### config.mk
export PLATFORM = sky130hd
export DESIGN_NAME = regfile
export DESIGN_NICKNAME = d
export VERILOG_FILES = /design/src/rtl/regfile.sv
export SDC_FILE = /design/constraint.sdc
export NUM_CORES = 2
export LEC_CHECK = 0
export CORE_MARGIN = 2
export CORE_UTILIZATION = 35
export DETAILED_ROUTE_END_ITERATION = 10
export PLACE_DENSITY = 0.61
export REMOVE_ABC_BUFFERS = 1
export SETUP_SLACK_MARGIN = 0.02
export SYNTH_ARGS = -nofsm -noshare
export SYNTH_HDL_FRONTEND = slang
export SYNTH_SLANG_ARGS = --single-unit
### constraint.sdc
create_clock -name clk_in -period 5 [get_ports clk_in]
set_clock_uncertainty 0.1 [all_clocks]
set_input_delay 1.25 -clock clk_in [delete_from_list [all_inputs] [get_ports clk_in]]
set_output_delay 1.25 -clock clk_in [all_outputs]
set_load 0.1 [all_outputs]
### src/rtl/regfile.sv
// 31x32 register file with per-register in-flight write scoreboard; reads are combinational
// with write-back bypass (zero latency); rdy_in low freezes data and counters, no backpressure out.
module regfile (
    input  logic        clk_in,
    input  logic        rst_in,
    input  logic        rdy_in,
    input  logic [4:0]  wb_reg_addr,
    input  logic [31:0] wb_reg_data,
    input  logic        wb_write,
    input  logic        issue_en,
    input  logic [4:0]  issue_addr,
    input  logic        flush_in,
    input  logic        read1_en,
    input  logic [4:0]  read1_addr,
    output logic [31:0] read1_data,
    output logic        read1_busy,
    input  logic        read2_en,
    input  logic [4:0]  read2_addr,
    output logic [31:0] read2_data,
    output logic        read2_busy
);

    // Entry 0 exists only to keep indexing uniform; it is never written.
    logic [31:0] r_regs [0:31];
    logic [1:0]  r_pend [0:31];

    logic        w_wb_vld;
    logic        w_issue_vld;
    logic [31:0] w_inc;
    logic [31:0] w_dec;

    assign w_wb_vld    = wb_write && (wb_reg_addr != 5'd0);
    assign w_issue_vld = issue_en && (issue_addr != 5'd0) && !flush_in;

    always_comb begin
        w_inc = '0;
        w_dec = '0;
        if (w_issue_vld) w_inc[issue_addr] = 1'b1;
        if (w_wb_vld)    w_dec[wb_reg_addr] = 1'b1;
    end

    always_ff @(posedge clk_in) begin
        if (!rst_in) begin
            for (int i = 0; i < 32; i++) r_regs[i] <= '0;
        end else if (rdy_in && w_wb_vld) begin
            r_regs[wb_reg_addr] <= wb_reg_data;
        end
    end

    // Simultaneous issue and write-back to one register cancel out; both ends saturate.
    always_ff @(posedge clk_in) begin
        if (!rst_in) begin
            for (int i = 0; i < 32; i++) r_pend[i] <= '0;
        end else if (rdy_in) begin
            if (flush_in) begin
                for (int i = 0; i < 32; i++) r_pend[i] <= '0;
            end else begin
                for (int i = 1; i < 32; i++) begin
                    case ({w_inc[i], w_dec[i]})
                        2'b10: if (r_pend[i] != 2'd3) r_pend[i] <= r_pend[i] + 2'd1;
                        2'b01: if (r_pend[i] != 2'd0) r_pend[i] <= r_pend[i] - 2'd1;
                        default: r_pend[i] <= r_pend[i];
                    endcase
                end
            end
        end
    end

    always_comb begin
        read1_data = '0;
        read1_busy = 1'b0;
        if (rst_in && read1_en && (read1_addr != 5'd0)) begin
            if (w_wb_vld && (wb_reg_addr == read1_addr)) begin
                read1_data = wb_reg_data;
                read1_busy = (r_pend[read1_addr] > 2'd1);
            end else begin
                read1_data = r_regs[read1_addr];
                read1_busy = (r_pend[read1_addr] != 2'd0);
            end
        end
    end

    always_comb begin
        read2_data = '0;
        read2_busy = 1'b0;
        if (rst_in && read2_en && (read2_addr != 5'd0)) begin
            if (w_wb_vld && (wb_reg_addr == read2_addr)) begin
                read2_data = wb_reg_data;
                read2_busy = (r_pend[read2_addr] > 2'd1);
            end else begin
                read2_data = r_regs[read2_addr];
                read2_busy = (r_pend[read2_addr] != 2'd0);
            end
        end
    end

endmodule

== Yosys cells after proc, flatten, opt, wreduce, memory -nomap -nowiden ==
Memories as Yosys holds them, arrays and structs flattened.
Cells that the tools add are included.

* Register bits after elaboration: 0
* Bits in writable memories: 1088
* Output and inout bits: 66
* Memories: 2

{| class="wikitable"
|+ Memories
! name !! words !! bits a word !! read ports !! clocked after Yosys merged registers in !! write ports !! RTL line !! text
|-
| r_regs || 32 || 32 || 2 || 0 || 32 || 24 || <nowiki>logic [31:0] r_regs [0:31];</nowiki>
|-
| r_pend || 32 || 2 || 33 || 0 || 32 || 25 || <nowiki>logic [1:0] r_pend [0:31];</nowiki>
|}

* $add $sub $neg: 62
* Order comparisons: 6
* Equality and inequality tests: 95
* Muxes and demuxes: 677
* Bitwise logic cells: 125
* Reduce and logical (&&, ||, !) cells: 82

{| class="wikitable"
|+ Operators with widths
! operator !! count
|-
| 1-bit two-way mux || 542
|-
| 2-bit two-way mux || 125
|-
| 32-bit two-way mux || 7
|-
| 1-bit OR || 125
|-
| 2-bit nonzero test || 33
|-
| 2-bit by 1-bit adder with 2-bit output, second input constant || 31
|-
| 2-bit by 1-bit == test with 1-bit output, second input constant || 31
|-
| 2-bit == test, second input constant || 31
|-
| 2-bit != test, second input constant || 31
|-
| 2-bit OR reduction || 31
|-
| 2-bit by 1-bit subtractor with 2-bit output, second input constant || 31
|-
| 32-bit OR reduction || 1
|-
| 5-bit nonzero test || 4
|-
| 1-bit logical AND || 12
|-
| 5-bit by 6-bit less-than comparator with 1-bit output, second input constant || 2
|-
| 1-bit demux with 5-bit select || 2
|-
| 5-bit == test || 2
|-
| 5-bit by 1-bit greater-or-equal comparator with 1-bit output, second input constant || 2
|-
| 5-bit two-way mux || 1
|-
| 2-bit by 1-bit > comparator with 1-bit output, second input constant || 2
|-
| 1-bit zero test || 1
|}

== Logic depth before layout (Yosys ltp) ==
* Depth in word-level cells: 14
* Gate-level depth with buffers: 13
* Mapped depth without buffers: 10

== Worst setup path before layout ==
No wires, ideal clock.

* Path type: input to output
* From: input port read1_addr[0]
* To: output port read1_busy
* Arrival: 5.367 ns
* Setup slack: -1.717 ns
* Stages: 9
* Cell sequence: buf_2 buf_6 buf_2 buf_2 mux4_2 nor4b_1 a21oi_1 a31oi_1 nor4_1

* Cells in the longest elaborated chain, start to end: 4

{| class="wikitable"
|+ RTL lines
! what !! RTL line !! text
|-
| from (decl) || 14 || <nowiki>input logic [4:0] read1_addr,</nowiki>
|-
| memory read 32 x 2 bit or 5-bit == test (tied branches) || -- ||
|-
| 2-bit by 1-bit > comparator with 1-bit output (tied with other cells) || 75 || <nowiki>read1_busy = (r_pend[read1_addr] > 2'd1);</nowiki>
|-
| 1-bit two-way mux || 73 || <nowiki>if (w_wb_vld && (wb_reg_addr == read1_addr)) begin</nowiki>
|-
| 1-bit two-way mux (*) || 72 || <nowiki>if (rst_in && read1_en && (read1_addr != 5'd0)) begin</nowiki>
|-
| to (decl) || 16 || <nowiki>output logic read1_busy,</nowiki>
|}

Every way passes the cells marked *; elsewhere a longest branch is shown, timed or not.

== Final worst setup path ==
* From: input port read2_addr[0]
* To: output port read2_data[28]

* Cells in the longest elaborated chain, start to end: 4

{| class="wikitable"
|+ RTL lines
! what !! RTL line !! text
|-
| from (decl) || 18 || <nowiki>input logic [4:0] read2_addr,</nowiki>
|-
| parallel branches: the longest is 3 deep, another holds memory read 32 x 32 bit || -- ||
|-
| 32-bit two-way mux (*) || 86 || <nowiki>if (rst_in && read2_en && (read2_addr != 5'd0)) begin</nowiki>
|-
| to (decl) || 19 || <nowiki>output logic [31:0] read2_data,</nowiki>
|}

Mark *: on every way between the ends.

==> impl_results.md <==
- Sw frac: 26.1%
- Antenna violations before repair: 23
- Count of different cell masters after synthesis: 45
- # DRC: 0
- Vias per cell: 6.23
- # fillers: 15600
- Via Count: 42200
- Final Non-Filler Cells: 6777
- Max Cap Violations: 0
- Post-Synth Adder-Cell Area: 1.94%
- Critical Path RT: 3.65 ns
- Post-synth EDFFs: 1086
- Initial DRC Count: 7212
- CTS H-tree depth: 3
- Register area: 32600 sq um
- Effective utilization at floorplan: 35.1%
- Combinational Power Share: 15.3%
- CTS Root Cell: clkbuf_16
- CTS Hold Buffers Added: 0
- Global-route wire length before repair: 309000 um
- Critical path peak fanout: 14
- Cells after Synth: 4182
- Buf+Inv Stages, Crit Path: 4
- WP depth: 8
- Asr flop ratio synth: 0%
- Largest net degree at the start of global routing: 308
- Total track usage: 23.9%
- CP cell instances: buf_8, buf_12, buf_12, mux4_2, mux4_2, mux2i_1, a211oi_1, buf_12
- Period utilization: 98.9%
- Port bufs: 125
- Routed WL: 220000 um
- Int Pwr: 17.5 mW
- Half-perimeter wire length after placement: 121000 um
- Net Sw Power: 6.19 mW
- Final Hold Viols: 0
- Slowest CP cell: mux4_2
- Slowest cell delay on critical path: 0.52 ns
- Outcome: finished, final reports clean
- Die area: 180000 sq um
- Final number of setup-violating endpoints: 0
- Clock sinks: 1086
- CP endpoint kind: primary output
- Site Rows: 154
- Complex-gate fraction of the synthesized area: 2.30%
- Hold Crit Depth: 1
- Worst rel slew slack: 20.5%
- Routed Antenna Nets: 0
- #FFs+latches synth: 1086
- Vias in the first global route: 41900
- Net count, final: 4478
- Worst reg2reg path depth: 4
- Post-Syn Area: 61800 sq um
- CTS tree: yes
- Post-synthesis simple-gate area fraction: 13.1%
- Routed len/inst: 32.4 um
- Clk buf depth: 3
- Drt first pass iters: 5
- Worst Setup Path Type: in2out
- P&R area growth vs syn: 19.3%
- Core ar.: 176000 sq um
- # IOs: 126
- RSZ-0062 raised after global routing: true
- Routed wl met3: 27300 um
- Grt total ovfl: 0
- CP startpoint kind: input port
- Worst hold slack: 0.544 ns
- Cell mode on critical path: buf_12
- GP Congestion: 0.839
- Clock slew at the register clock pins of the worst setup and hold paths: 0.06 ns
- Highest clock rate: 202 MHz
- Multi-input logic area: 27500 sq um
- Most used flip-flop cell after synthesis: edfxtp_1
- Post-Syn Area per Cell: 14.8 sq um
- Crit-path leading delay family: multiplexers
- Commonest non-fill, non-tap cell in the layout: edfxtp_1
- Die Height: 424 um
- Pre-CTS worst setup slack: -0.334 ns
- M1 wire length: 80200 um
- WP data arrival: 3.60 ns
- Seq/Total Area, Yosys: 52.7%
- Worst VDD drop: 0.000314 V
- Seq pwr share: 45.5%
- Pwr/cell area: 321 nW/um^2
- Post-Synth XOR/XNOR Area: 0.142%
- Worst-skew pair later-pin latency: 0.74 ns
- Post-synthesis mux area share: 25.8%
- Die W: 424 um
- Fin crit period: 4.95 ns
- Num CTS Buffers: 120
- Least-Margin Pin Slew: 1.19 ns
- Share of layout cells above drive strength 1: 31.3%
- Wire length on met2: 102000 um
- Post-placement cell count: 6512
- Most frequent cells in the layout: edfxtp_1 (1086), and3_1 (868), mux4_2 (668)
- Ys Warns: 0
- Largest family of logic cells by synthesized area: multiplexers
- Hold crit path type: reg2reg
- Leakage Power: 28.3 nW
- Top sig layer: met5
- Final Max Tran Viols: 0
- Fin worst setup slack: 0.0545 ns
- Clk network pwr share: 39.2%
sequential cells by signal, summed over array words and instances (netlist names):
register  cells
r_regs     1024
r_pend       62
layout make-up:
class	instances	share of cell area, %
clock buffer	137	4.19
inverter	99	0.504
timing repair buffer	487	8.47
antenna	11	0.0373
clock inverter	89	1.36
tap	2340	3.97
sequential	1086	44.2
multi-input combinational	2528	37.3
kinds of logic (layout without fill, tap and decap cells):
kind of cell / after synthesis / count (layout)
other: 1 / 43
and+or+nand+nor: 1412 / 1412
xor gates and xnor gates: 10 / 10
DFF: 1086 / 1086
adders and majority gates: 96 / 96
muxes: 758 / 758
AOI/OAI and AO/OA: 220 / 220
buffers and inverters: 599 / 812
path summary, 6_finish.rpt:
kind	start	end	slack [ns]
hold reg to reg	r_pend[13][0]	r_pend[13][0]	0.54
hold / removal	r_pend[13][0]	r_pend[13][0]	0.54
setup / recovery	read2_addr[0]	read2_data[28]	0.05
setup reg to reg	r_pend[8][0]	r_pend[8][0]	3.28
through the flow:
| stage | util [%] | instance area, sq um | TNS [ns] | power (mW) |
|---|---|---|---|---|
| 2_1_floorplan | - | 59900 | -8897.02 | 12.7 |
| 3_3_place_gp | 39.2 | 69000 | -1.35 | 14.4 |
| 3_5_place_dp | 39.2 | 69000 | -1.28 | 14.5 |
| 4_1_cts | 41.6 | 73200 | -0.00486 | 23.7 |
| 5_1_grt | 41.9 | 73700 | 0 | 24.2 |
| 6_report | 41.9 | 73800 | 0 | 23.7 |
routing by layer:
metal | GRT usage [%] | vias to the layer above
met3 | 4.68 | 527
met2 | 38.0 | 3061
met5 | 0 | -
met4 | 9.23 | 4
met1 | 32.5 | 21700
li1 | - | 17000
power by group through the flow:
stage | logic [mW] | registers [mW] | clock network (mW)
after floorplan | 1.78 | 10.9 | 0
after global placement | 3.51 | 10.9 | 0
after detailed placement | 3.53 | 11.0 | 0
after CTS | 3.54 | 10.8 | 9.36
after global routing | 3.73 | 10.8 | 9.67
final | 3.61 | 10.8 | 9.30
synth_stat cells (15+ instances only):
cell type / count / area [sq um]
and2_1: 130 / 813
edfxtp_1: 1086 / 32600
nor3b_1: 16 / 120
o21ai_0: 65 / 325
nor2_1: 160 / 601
a21oi_1: 34 / 170
ha_1: 96 / 1200
mux2_2: 15 / 169
mux4_2: 668 / 15000
mux2i_1: 75 / 751
buf_2: 75 / 375
nand3_1: 15 / 75.1
and3_1: 869 / 5440
buf_1: 23 / 86.3
nor3_1: 36 / 180
nand2_1: 114 / 428
nor2b_1: 42 / 263
clkbuf_1: 385 / 1450
a22oi_1: 16 / 120
inv_1: 99 / 372
a211oi_1: 70 / 526
what timing repair did:
| action | in CTS | in global routing |
|---|---|---|
| buffers inserted | 0 | 23 |
| pin swaps | 2 | 4 |
| gates cloned | 0 | 5 |
| gates resized for setup | 13 | 47 |
| setup endpoints to repair | 9 | 43 |
Power figures use the tool's default switching activity.
